$ cat config.mk
export PLATFORM = sky130hd
export DESIGN_NAME = controle_jogada
export DESIGN_NICKNAME = d
export VERILOG_FILES = /design/src/rtl/astro_pkg.sv /design/src/rtl/debounce_botao.sv /design/src/rtl/controle_jogada.sv
export SDC_FILE = /design/constraint.sdc
export NUM_CORES = 1
export LEC_CHECK = 0
export BUFFER_PORTS_ARGS = -buffer_cell sky130_fd_sc_hd__buf_4
export CORE_AREA = 2 2 75 77
export DETAILED_ROUTE_END_ITERATION = 10
export DIE_AREA = 0 0 77 79
export PLACE_DENSITY_LB_ADDON = 0.15
export SYNTH_ARGS = -nofsm -noshare
export SYNTH_HDL_FRONTEND = slang
export SYNTH_SLANG_ARGS = --single-unit
export TNS_END_PERCENT = 100
$ cat constraint.sdc
create_clock -name clock -period 4.5 [get_ports clock]
set_input_delay 0.225 -clock clock [delete_from_list [all_inputs] [get_ports clock]]
set_output_delay 0.225 -clock clock [all_outputs]
set_load 0.05 [all_outputs]
$ cat src/rtl/astro_pkg.sv
// astro_pkg -- constants shared by the Astro game blocks.
//   Button bit indices, jogada event codes and the priority helper used by
//   controle_jogada, plus the constants used by astro_genius.
package astro_pkg;

   // Bit positions inside botoes / jogada / db_botoes
   localparam int BIT_CIMA     = 5;
   localparam int BIT_BAIXO    = 4;
   localparam int BIT_DIREITA  = 3;
   localparam int BIT_ESQUERDA = 2;
   localparam int BIT_TIRO     = 1;
   localparam int BIT_ESPECIAL = 0;

   // 3-bit event codes stored in the jogada FIFO
   localparam logic [2:0] COD_CIMA     = 3'd5;
   localparam logic [2:0] COD_BAIXO    = 3'd4;
   localparam logic [2:0] COD_DIREITA  = 3'd3;
   localparam logic [2:0] COD_ESQUERDA = 3'd2;
   localparam logic [2:0] COD_TIRO     = 3'd1;
   localparam logic [2:0] COD_ESPECIAL = 3'd0;

   // Buttons that auto-repeat while held (movement only)
   localparam logic [5:0] MASCARA_REPETE = 6'b111100;

   // astro_genius constants
   localparam int GENIUS_NUM_CORES    = 4;
   localparam int GENIUS_MAX_RODADAS  = 32;

   // Highest-priority event of a cycle:
   // especial > tiro > cima > baixo > direita > esquerda.
   // Caller guarantees at least one bit is set.
   function automatic logic [2:0] prioridade(input logic [5:0] ev);
      logic [2:0] c;
      c = COD_ESQUERDA;
      if (ev[BIT_ESPECIAL])      c = COD_ESPECIAL;
      else if (ev[BIT_TIRO])     c = COD_TIRO;
      else if (ev[BIT_CIMA])     c = COD_CIMA;
      else if (ev[BIT_BAIXO])    c = COD_BAIXO;
      else if (ev[BIT_DIREITA])  c = COD_DIREITA;
      return c;
   endfunction

   // Event code back to the one-hot jogada layout
   function automatic logic [5:0] decodifica(input logic [2:0] c);
      logic [5:0] d;
      d = '0;
      case (c)
         COD_CIMA:     d = 6'b100000;
         COD_BAIXO:    d = 6'b010000;
         COD_DIREITA:  d = 6'b001000;
         COD_ESQUERDA: d = 6'b000100;
         COD_TIRO:     d = 6'b000010;
         COD_ESPECIAL: d = 6'b000001;
         default:      d = '0;
      endcase
      return d;
   endfunction

endpackage

$ cat src/rtl/debounce_botao.sv
// debounce_botao -- 2-flop synchronizer plus level debouncer for one button.
//   clock     : system clock, rising edge
//   reset     : asynchronous, active-low
//   botao_i   : raw asynchronous button level
//   nivel_o   : debounced level
//   subida_o  : one-cycle pulse, registered together with a 0->1 of nivel_o
module debounce_botao #(
   parameter int DEBOUNCE_CYCLES = 4
) (
   input  logic clock,
   input  logic reset,
   input  logic botao_i,
   output logic nivel_o,
   output logic subida_o
);

   localparam int CW = (DEBOUNCE_CYCLES > 1) ? $clog2(DEBOUNCE_CYCLES) : 1;
   localparam logic [CW-1:0] CARGA = CW'(DEBOUNCE_CYCLES - 1);

   logic          sync1_q, sync2_q;
   logic          nivel_q, nivel_d;
   logic          subida_q, subida_d;
   logic [CW-1:0] cnt_q, cnt_d;

   // Down-counter reloads whenever the synchronized input agrees with the
   // debounced level, so any bounce restarts the full window.
   always_comb begin
      nivel_d  = nivel_q;
      subida_d = 1'b0;
      cnt_d    = cnt_q;
      if (sync2_q == nivel_q) begin
         cnt_d = CARGA;
      end else if (cnt_q == '0) begin
         nivel_d  = sync2_q;
         subida_d = sync2_q;
         cnt_d    = CARGA;
      end else begin
         cnt_d = cnt_q - CW'(1);
      end
   end

   always_ff @(posedge clock or negedge reset) begin
      if (!reset) begin
         sync1_q  <= 1'b0;
         sync2_q  <= 1'b0;
         nivel_q  <= 1'b0;
         subida_q <= 1'b0;
         cnt_q    <= CARGA;
      end else begin
         sync1_q  <= botao_i;
         sync2_q  <= sync1_q;
         nivel_q  <= nivel_d;
         subida_q <= subida_d;
         cnt_q    <= cnt_d;
      end
   end

   assign nivel_o  = nivel_q;
   assign subida_o = subida_q;

endmodule

$ cat src/rtl/controle_jogada.sv
// controle_jogada -- turns six raw buttons into a queue of one-hot jogadas.
//   clock          : system clock, rising edge
//   reset          : asynchronous, active-low
//   botoes         : raw buttons {cima, baixo, direita, esquerda, tiro, especial}
//   habilita       : high = new events accepted
//   jogada_aceita  : consumer takes the head jogada this cycle
//   limpa_overflow : synchronous clear of the overflow flag
//   jogada         : one-hot head entry, zero when jogada_valida is low
//   jogada_valida  : FIFO holds at least one entry
//   overflow       : sticky, an event was dropped on a full FIFO
//   db_botoes      : debounced button levels
import astro_pkg::*;

module controle_jogada #(
   parameter int DEBOUNCE_CYCLES = 4,
   parameter int REPEAT_CYCLES   = 8,
   parameter int FIFO_DEPTH      = 4
) (
   input  logic       clock,
   input  logic       reset,
   input  logic [5:0] botoes,
   input  logic       habilita,
   input  logic       jogada_aceita,
   input  logic       limpa_overflow,
   output logic [5:0] jogada,
   output logic       jogada_valida,
   output logic       overflow,
   output logic [5:0] db_botoes
);

   localparam int AW = (FIFO_DEPTH > 1) ? $clog2(FIFO_DEPTH) : 1;
   localparam int PW = AW + 1;
   localparam int RW = (REPEAT_CYCLES > 1) ? $clog2(REPEAT_CYCLES) : 1;
   localparam logic [RW-1:0] REP_CARGA = RW'(REPEAT_CYCLES - 1);

   logic [5:0]    db_nivel;
   logic [5:0]    subida;
   logic [5:0]    rep_evt;
   logic [5:0]    evento;
   logic [RW-1:0] rep_q [6];

   logic [2:0]    mem_q [FIFO_DEPTH];
   logic [PW-1:0] wr_ptr_q, wr_ptr_d;
   logic [PW-1:0] rd_ptr_q, rd_ptr_d;
   logic          overflow_q, overflow_d;
   logic          vazio, cheio;
   logic          pede_enq, enq, deq, descarta;

   for (genvar i = 0; i < 6; i++) begin : g_db
      debounce_botao #(
         .DEBOUNCE_CYCLES (DEBOUNCE_CYCLES)
      ) u_debounce_botao (
         .clock    (clock),
         .reset    (reset),
         .botao_i  (botoes[i]),
         .nivel_o  (db_nivel[i]),
         .subida_o (subida[i])
      );
   end

   // Repeat timers: reloaded on the press pulse and while released, so the
   // first repeat lands REPEAT_CYCLES after the press event. They run
   // regardless of habilita.
   always_ff @(posedge clock or negedge reset) begin
      if (!reset) begin
         for (int i = 0; i < 6; i++) rep_q[i] <= REP_CARGA;
      end else begin
         for (int i = 0; i < 6; i++) begin
            if (!db_nivel[i] || subida[i] || rep_q[i] == '0)
               rep_q[i] <= REP_CARGA;
            else
               rep_q[i] <= rep_q[i] - RW'(1);
         end
      end
   end

   always_comb begin
      for (int i = 0; i < 6; i++)
         rep_evt[i] = db_nivel[i] & ~subida[i] & (rep_q[i] == '0);
   end

   assign evento = subida | (rep_evt & MASCARA_REPETE);

   // Extra pointer bit separates full from empty when the indices match.
   assign vazio = (wr_ptr_q == rd_ptr_q);
   assign cheio = (wr_ptr_q[AW] != rd_ptr_q[AW]) &&
                  (wr_ptr_q[AW-1:0] == rd_ptr_q[AW-1:0]);

   always_comb begin
      pede_enq   = habilita && (|evento);
      deq        = !vazio && jogada_aceita;
      // A dequeue in the same cycle frees the slot the new event needs.
      enq        = pede_enq && (!cheio || deq);
      descarta   = pede_enq && cheio && !deq;
      wr_ptr_d   = enq ? wr_ptr_q + PW'(1) : wr_ptr_q;
      rd_ptr_d   = deq ? rd_ptr_q + PW'(1) : rd_ptr_q;
      overflow_d = overflow_q;
      if (descarta)            overflow_d = 1'b1;
      else if (limpa_overflow) overflow_d = 1'b0;
   end

   always_ff @(posedge clock or negedge reset) begin
      if (!reset) begin
         wr_ptr_q   <= '0;
         rd_ptr_q   <= '0;
         overflow_q <= 1'b0;
         for (int i = 0; i < FIFO_DEPTH; i++) mem_q[i] <= '0;
      end else begin
         wr_ptr_q   <= wr_ptr_d;
         rd_ptr_q   <= rd_ptr_d;
         overflow_q <= overflow_d;
         if (enq) mem_q[wr_ptr_q[AW-1:0]] <= prioridade(evento);
      end
   end

   assign jogada_valida = !vazio;
   assign jogada        = vazio ? 6'b000000 : decodifica(mem_q[rd_ptr_q[AW-1:0]]);
   assign overflow      = overflow_q;
   assign db_botoes     = db_nivel;

endmodule

# [After elaboration in Yosys (flattened, before gate mapping)]
# Cells that the tools add are included.
[word_totals] out_inout_bits=14 input_bits=11 regBits=67 wordCells=177
[classes] reduce_logical=42 order_cmp=3 bitwise_logic=21 eq_ne=14 addsub=12 muxes=44
[op_table] operator="2-to-1 mux 3 bit" count=12
[op_table] operator="case mux 6 bit (6 select lines)" count=1
[op_table] operator="2-to-1 mux 2 bit" count=12
[op_table] operator="logical NOT 3 bit" count=5
[op_table] operator="2-to-1 mux 1 bit" count=15
[op_table] operator="bitwise mux 12 bit" count=1
[op_table] operator="logical NOT 2 bit" count=6
[op_table] operator="AND reduction 2 bit" count=6
[op_table] operator="subtractor 2 x 1 -> 2 bit (second input constant)" count=6
[op_table] operator="subtractor 3 x 1 -> 3 bit (second input constant)" count=4
[op_table] operator="NOT 1 bit" count=10
[op_table] operator="logical OR 1 bit" count=9
[op_table] operator="bitwise AND 1 bit" count=8
[op_table] operator="logical AND 1 bit" count=7
[op_table] operator="logical NOT 1 bit" count=7
[op_table] operator="adder 3 x 1 -> 3 bit (second input constant)" count=2
[op_table] operator="binary-select mux 3 bit (select 2 bit)" count=1
[op_table] operator="demux 3 bit (select 2 bit)" count=1
[op_table] operator="== test 1 bit" count=6
[op_table] operator="== test 3 x 2 -> 1 bit (second input constant)" count=2
[op_table] operator="== test 3 bit (second input constant)" count=2
[op_table] operator=">= comparator 3 bit (second input constant)" count=2
[op_table] operator="2-to-1 mux 6 bit" count=1
[op_table] operator="NOT 2 -> 3 bit" count=2
[op_table] operator="other kinds (8)" count=8

# [Longest topological paths before layout]
# Gate-level depths: netlist of run 1.
[logic_depth] depth_word=11 mapped_depth=7 mapped_depth_nobuf=7

# [Hierarchy]
# Synthesis of run 1 repeated with hierarchy kept, for this count alone.
[hier_totals] hier_cells=243 hier_area_um2=2987.9
[by_module_without_submodules] module="controle_jogada" instances=1 seq_area_each_um2=790.8 cells_per_inst=147 area_each_um2=1734.2
[by_module_without_submodules] module="debounce_botao" instances=6 seq_area_each_um2=152.6 cells_per_inst=16 area_each_um2=209.0

# [Worst setup path after synthesis of run 1]
# OpenSTA, ideal clock, no wires.
[synth_timing] path_kind="reg-to-output" start="reg rd_ptr_q[1]" end="out jogada[2]" slack_ns=2.283 stages_incl_launch_ff=7 t_arrival_ns=1.992 cell_sequence="dfrtp_1 buf_4 xor2_2 nor2_1 nand2_1 nand3_1 nor2_1"
[synth_between] elab_chain_len=7 elab_cells_between_ends=13 classes_between="eq/ne: 6; mux: 5; bitwise: 1; reduce/logical: 1"
[synth_lines] element="from (decl)" line="controle_jogada.sv:44" source="logic [PW-1:0] rd_ptr_q, rd_ptr_d;"
[synth_lines] element="from (signal assigned)" line="controle_jogada.sv:110" source="rd_ptr_q <= rd_ptr_d;"
[synth_lines] element="NOT 2 -> 3 bit (implied by the code)" line="controle_jogada.sv:117" source="assign jogada = vazio ? 6'b000000 : decodifica(mem_q[rd_ptr_q[AW-1:0]]);"
[synth_lines] element="binary-select mux 3 bit (select 2 bit)" line="controle_jogada.sv:117"
[synth_lines] element="2-to-1 mux 3 bit (implied by the code) (2 in a row)" line="controle_jogada.sv:117"
[synth_lines] element="== test 3 x 1 -> 1 bit (tied with other cells)" line="astro_pkg.sv:47" source="case (c)"
[synth_lines] element="case mux 6 bit (6 select lines)" line="astro_pkg.sv:47"
[synth_lines] element="2-to-1 mux 6 bit (*)" line="controle_jogada.sv:117"
[synth_lines] element="to (decl)" line="controle_jogada.sv:25" source="output logic [5:0] jogada,"
# Mark *: on every way between the ends. The rest lies on a longest branch, timed or not. The select of a mux whose other input is x is not followed.

# [Final worst setup path of run 1]
[layout_timing] start="reg rd_ptr_q[1]" end="out jogada[3]"
# The elaborated chain is that of the path after synthesis.

==> flow_metrics.tcl, run 1 <==
set metrics [dict create \
    grt_pass1_vias 1708 \
    ys_seq_area_frac 0.564 \
    period_minus_slack_ns 2.38 \
    maxSlewViolCount 0 \
    tightest_slew_ns 0.798 \
    antenna_found_initial 0 \
    wl_mm 4.45 \
    hold_path_class "primary input to register" \
    regToRegSetupSlack_ns 2.24 \
    grt-ovfl-total 0 \
    die_x_um 77 \
    max_cap_viol_count 0 \
    die_h_um 79 \
    yosys_warnings 0 \
    crit_fanout 7 \
    dpl.hpwl_mm 3.10 \
    fmax_mhz 421 \
    async_flop_share 1.00 \
    cts_max_level 3 \
    critPathKind "register to primary output" \
    syn_inst 247 \
    cts_tree "built" \
    synth.distinct_cells 35 \
    synth_edf_count 0 \
    diodes 0 \
    skew_ns 0.00326 \
    cellPowerDensity_nw_per_um2 674 \
    cp.arrival_ns 2.15 \
    startpoint_type "register" \
    initial_core_util 0.567 \
    finalPower_mw 2.36 \
    relSlewSlack 0.468 \
    synth-compound-area-share 0.0599 \
    grt_first_pass_wirelength_mm 7.69 \
    clkTransAtPathRegs_ns 0.07 \
    synth.most_common_cell "dfrtp_1" \
    first_pass_iters 3 \
    yosys.area_share.simple 0.126 \
    outcome "finished, final reports clean" \
    clkLatencyLatePin_ns 0.34 \
    core_area_um2 5340 \
    ir_drop_mv 0.448 \
    period_share 0.528 \
    synthXorXnorAreaFrac 0.0426 \
    nFillCells 449 \
    rsz0062_at_grt "false" \
    drive_above_1_share 0.276 \
    synth_area_um2 3030 \
    clock_path_buffers 2 \
    crit_required_ns 4.28 \
    yosysTopAreaCellShare 0.356 \
    r2r_cells 7 \
    gp_congestion 0.767 \
    yosys-mux-area-fraction 0.0740 \
    numCtsBuffers 9 \
    synth_top_family_by_area "simple AND/OR/NAND/NOR gates" \
    drc 0 \
    clock_sinks 67 \
    tns_ns 0 \
    num_rows 27 \
    wire_per_inst_um 12.4 \
    via_per_inst 4.91 \
    crit_start "rd_ptr_q[1]" \
    worstReg2RegStart "rep_q[0]" \
    yosys.area.top_type "dfrtp_1" \
    cts-root-buf "clkbuf_8" \
    synth-seq-cells 67 \
    syn_nets 277 \
    syn_avg_cell_area_um2 12.3 \
    ys.flop_type "dfrtp_1" \
    portBuffers 24 \
    setup_viol_count_final 0 \
    io-pin-count 25 \
    setup.worst_path.end "jogada[3]" \
    grt_max_degree 68 \
    dr_total_vias 1756 \
    synth_area_leaders "dfrtp_1, dfstp_2, ha_1, mux2_1, inv_1" \
    track_usage 0.171 \
    drt_iter0_drc 43 \
    endpoint_kind "primary output" \
    cts_resized 0 \
    timing.rr.end "mem_q[1]" \
    finalHoldViolCount 0 \
    syn_to_final_growth_pct 15.7 \
    ys_top_cells_by_count "dfrtp_1, inv_1, nand2_1" \
    synthAdderAreaFrac 0.0785 \
    ant_nets 0 \
    leakagePower_nw 1.76 \
    finalNetCount 311 \
    dieArea_um2 6080 \
]
[flip-flops by register name, summed over array words and instances (netlist names)]
| name | flops |
|---|---|
| g_db.u_debounce_botao.cnt_q | 12 |
| wr_ptr_q | 3 |
| g_db.u_debounce_botao.nivel_o | 6 |
| mem_q | 12 |
| g_db.u_debounce_botao.subida_o | 6 |
| rd_ptr_q | 3 |
| rep_q | 12 |
| g_db.u_debounce_botao.sync1_q | 6 |
| g_db.u_debounce_botao.sync2_q | 6 |
| overflow | 1 |
[through the flow]
step / area [um^2] / instances / hold slack (ns) / utilization / setup WS (ns)
after global placement: 3240 / 335 / 0.331 / 0.606 / 2.28
after global routing: 3500 / 358 / 0.139 / 0.656 / 1.91
after detailed placement: 3240 / 335 / 0.335 / 0.606 / 2.24
after floorplan: 3030 / 247 / -0.0706 / - / 2.28
after CTS: 3500 / 358 / 0.123 / 0.656 / 2.12
final: 3500 / 358 / 0.145 / 0.656 / 2.12
[cell usage in the layout, fill, tap and decap left out, types with 2 or more instances in the layout]
cell type,instances
a2111oi_4,2
a21oi_1,7
and3b_1,3
buf_4,24
clkbuf_8,10
clkinv_2,3
dfrtp_1,43
dfstp_2,24
dlygate4sd3_1,7
ha_1,19
inv_1,28
mux2_1,12
mux2_2,3
mux4_2,2
nand2_1,25
nand2_2,4
nand3_1,2
nand3b_1,6
nor2_1,10
nor2b_1,5
nor3_1,9
o21ai_0,7
or3_1,3
xnor2_1,5
xor2_1,6
xor2_2,2
[critical path: stages, from the launching register on]
cell	delay, ns
dfrtp_1	0.52
mux2_2	0.38
o21ai_0	0.45
and4_1	0.26
buf_4	0.19
[where the power goes]
group | internal (mW) | switching [mW]
Clock | 0.268 | 0.217
Sequential | 0.834 | 0.154
Combinational | 0.341 | 0.544
[cell type report]
type	count	area, um^2	share of cell area
clock buffers	11	141	0.0404
multi-input cells	144	1150	0.330
flip-flops and latches	67	1710	0.487
inverters	28	105	0.0300
clock inverters	5	52.6	0.0150
repair buffers	31	250	0.0715
well taps	72	90.1	0.0257
[worst min-delay path by stage]
| stage | endpoint | from | slack [ns] | cells past startpoint |
|---|---|---|---|---|
| 6_report | overflow | habilita | 0.15 | 2 |
| 3_3_place_gp | g_db[3].u_debounce_botao.sync2_q | g_db[3].u_debounce_botao.sync1_q | 0.33 | 0 |
| 5_1_grt | overflow | habilita | 0.14 | 2 |
| 3_5_place_dp | g_db[5].u_debounce_botao.sync1_q | botoes[5] | 0.34 | 1 |
| 4_1_cts | overflow | habilita | 0.12 | 2 |
| 2_1_floorplan | g_db[0].u_debounce_botao.nivel_o | reset | -0.07 | 0 |
[timing repair]
action,CTS,global route
hold buffers,7,0
setup buffers,0,0
endpoints found under the hold margin,49,0
[per-layer routing]
| metal | vias to the layer above | wire (um) | global-route usage |
|---|---|---|---|
| met3 | 12 | 182 | 0.0489 |
| met5 | - | 0 | 0 |
| met4 | 0 | 143 | 0.123 |
| li1 | 879 | - | - |
| met2 | 28 | 2050 | 0.261 |
| met1 | 837 | 2070 | 0.211 |
[cells by family (layout without fill, tap and decap cells)]
kind of cell | count (synthesis) | count (layout)
simple gates | 74 | 74
flops | 67 | 67
buf+inv | 36 | 75
compound gates | 20 | 20
fa+ha+maj | 19 | 19
mux | 18 | 18
xor+xnor | 13 | 13
(Power assumes the default switching activity.)
==> inputs of run 2 (changes only) <==
- clock period: 4.5 -> 2.2 ns (I/O delays scaled with it)
==> run 2 against run 1 <==
  * Clock skew is 0.0039 ns higher
  * Register-to-register slack worse by 2.2 ns
  * Combinational power rose by 130%
  * Clock power grew 85%
  * Via count is 4.4% higher
  * Die area stayed put
  * Critical path depth increased by 3
  * Critical path type is now register to register
  * Setup slack got worse by 2.1 ns
  * Largest cell class unchanged
  * Non-clock buffer count rose by 11
==> flow_metrics.tcl, run 2 (synthesis gave the netlist of run 1 again) <==
set metrics [dict create \
    drive_above_1_share 0.364 \
    cts-root-buf "clkbuf_8" \
    first_pass_iters 4 \
    cts_max_level 3 \
    ir_drop_mv 0.999 \
    fmax_mhz 465 \
    clkTransAtPathRegs_ns 0.07 \
    period_minus_slack_ns 2.15 \
    leakagePower_nw 1.84 \
    finalPower_mw 4.98 \
    dpl.hpwl_mm 3.16 \
    grt_first_pass_wirelength_mm 8.27 \
    grt-ovfl-total 0 \
    io-pin-count 25 \
    dp_cells 340 \
    num_rows 27 \
    hold_path_class "primary input to register" \
    core_area_um2 5340 \
    period_share 0.977 \
    tightest_slew_ns 0.795 \
    worstReg2RegStart "rep_q[9]" \
    crit_fanout 5 \
    clock_path_buffers 2 \
    outcome "finished, final reports clean" \
    final_common_cell "dfrtp_1" \
    portBuffers 24 \
    syn_to_final_growth_pct 20.3 \
    endpoint_kind "register" \
    cellPowerDensity_nw_per_um2 1370 \
    clock_sinks 67 \
    ant_nets 0 \
    clkLatencyLatePin_ns 0.34 \
    critPathKind "register to register" \
    drt_iter0_drc 69 \
    rsz0062_at_grt "true" \
    holdCritStartpoint "habilita" \
    die_h_um 79 \
    final_core_util 0.682 \
    numCtsBuffers 9 \
    track_usage 0.179 \
    gp_congestion 0.773 \
    crit_start "rep_q[9]" \
    wire_per_inst_um 13.4 \
    grt_pass1_vias 1803 \
    dieArea_um2 6080 \
    startpoint_type "register" \
    skew_ns 0.00716 \
    max_cap_viol_count 0 \
    drc 0 \
    final_cells 369 \
    cp.arrival_ns 2.38 \
    initial_core_util 0.567 \
    relSlewSlack 0.470 \
    die_x_um 77 \
    cts_tree "built" \
    crit_required_ns 2.43 \
    most-common-layout-cells "dfrtp_1, buf_4, inv_1, nand2_1, dfstp_2" \
    grt_max_degree 68 \
    finalHoldViolCount 0 \
    dr_total_vias 1834 \
    diodes 0 \
    maxSlewViolCount 0 \
    setup_viol_count_final 0 \
    wl_mm 4.94 \
    reg.largest.list "g_db.u_debounce_botao.cnt_q x12, mem_q x12, rep_q x12" \
    via_per_inst 4.97 \
    finalNetCount 322 \
    antenna_found_initial 0 \
]
==> run 2: final cells by class <==
type,count,area [um^2]
clock inverter,2,10.0
multi-input combinational,144,1230
clock buffer,14,163
sequential,67,1710
inverter,28,105
timing repair buffer,42,333
tap,72,90.1
fill,408,1700
==> run 2: where the power goes <==
| part | total, mW | switching, mW | internal, mW |
|---|---|---|---|
| clock | 0.896 | 0.428 | 0.468 |
| combinational | 2.06 | 1.21 | 0.846 |
| sequential | 2.03 | 0.315 | 1.71 |
==> run 2: critical path, cell delays in order (launching register included) <==
cell       delay, ns
dfstp_2         0.54
inv_2           0.05
ha_4            0.15
and3b_2         0.20
a2111oi_4       0.40
a31oi_4         0.21
nand2_2         0.17
mux2_4          0.31
==> run 2: what timing repair did <==
action | in CTS | in global routing
gates resized for setup | 2 | 22
endpoints found under the setup margin | 15 | 20
buffers inserted | 3 | 3
endpoints found under the hold margin | 49 | 0
hold buffers | 7 | 0
pin swaps | 4 | 8
==> run 2: layer usage <==
metal | share of wire | track usage | vias to the layer above
met2 | 0.48 | 0.275 | 32
met5 | 0 | 0 | -
met3 | 0.035 | 0.0386 | 11
met1 | 0.46 | 0.234 | 893
li1 | - | - | 898
met4 | 0.028 | 0.113 | 0
==> run 2: metrics by stage <==
| step | setup TNS, ns | hold slack (ns) | worst slack (ns) | cell area, um^2 |
|---|---|---|---|---|
| after floorplan | 0 | -0.186 | 0.0632 | 3030 |
| after global placement | 0 | 0.220 | 0.0199 | 3270 |
| after detailed placement | -0.158 | 0.220 | -0.0352 | 3270 |
| after CTS | 0 | 0.0259 | 0.00692 | 3540 |
| after global routing | -0.152 | 0.0333 | -0.0275 | 3640 |
| final | 0 | 0.0255 | 0.0502 | 3640 |
==> run 2: worst paths after layout <==
check,end,slack [ns],cells after the start
worst max-delay path,mem_q[4],0.05,7
worst min register to register,g_db[3].u_debounce_botao.sync2_q,0.35,0
min in group asynchronous,g_db[3].u_debounce_botao.nivel_o,0.41,2
max in group asynchronous,rd_ptr_q[0],1.25,2
worst max register to register,mem_q[4],0.05,7
worst min-delay path,overflow,0.03,2
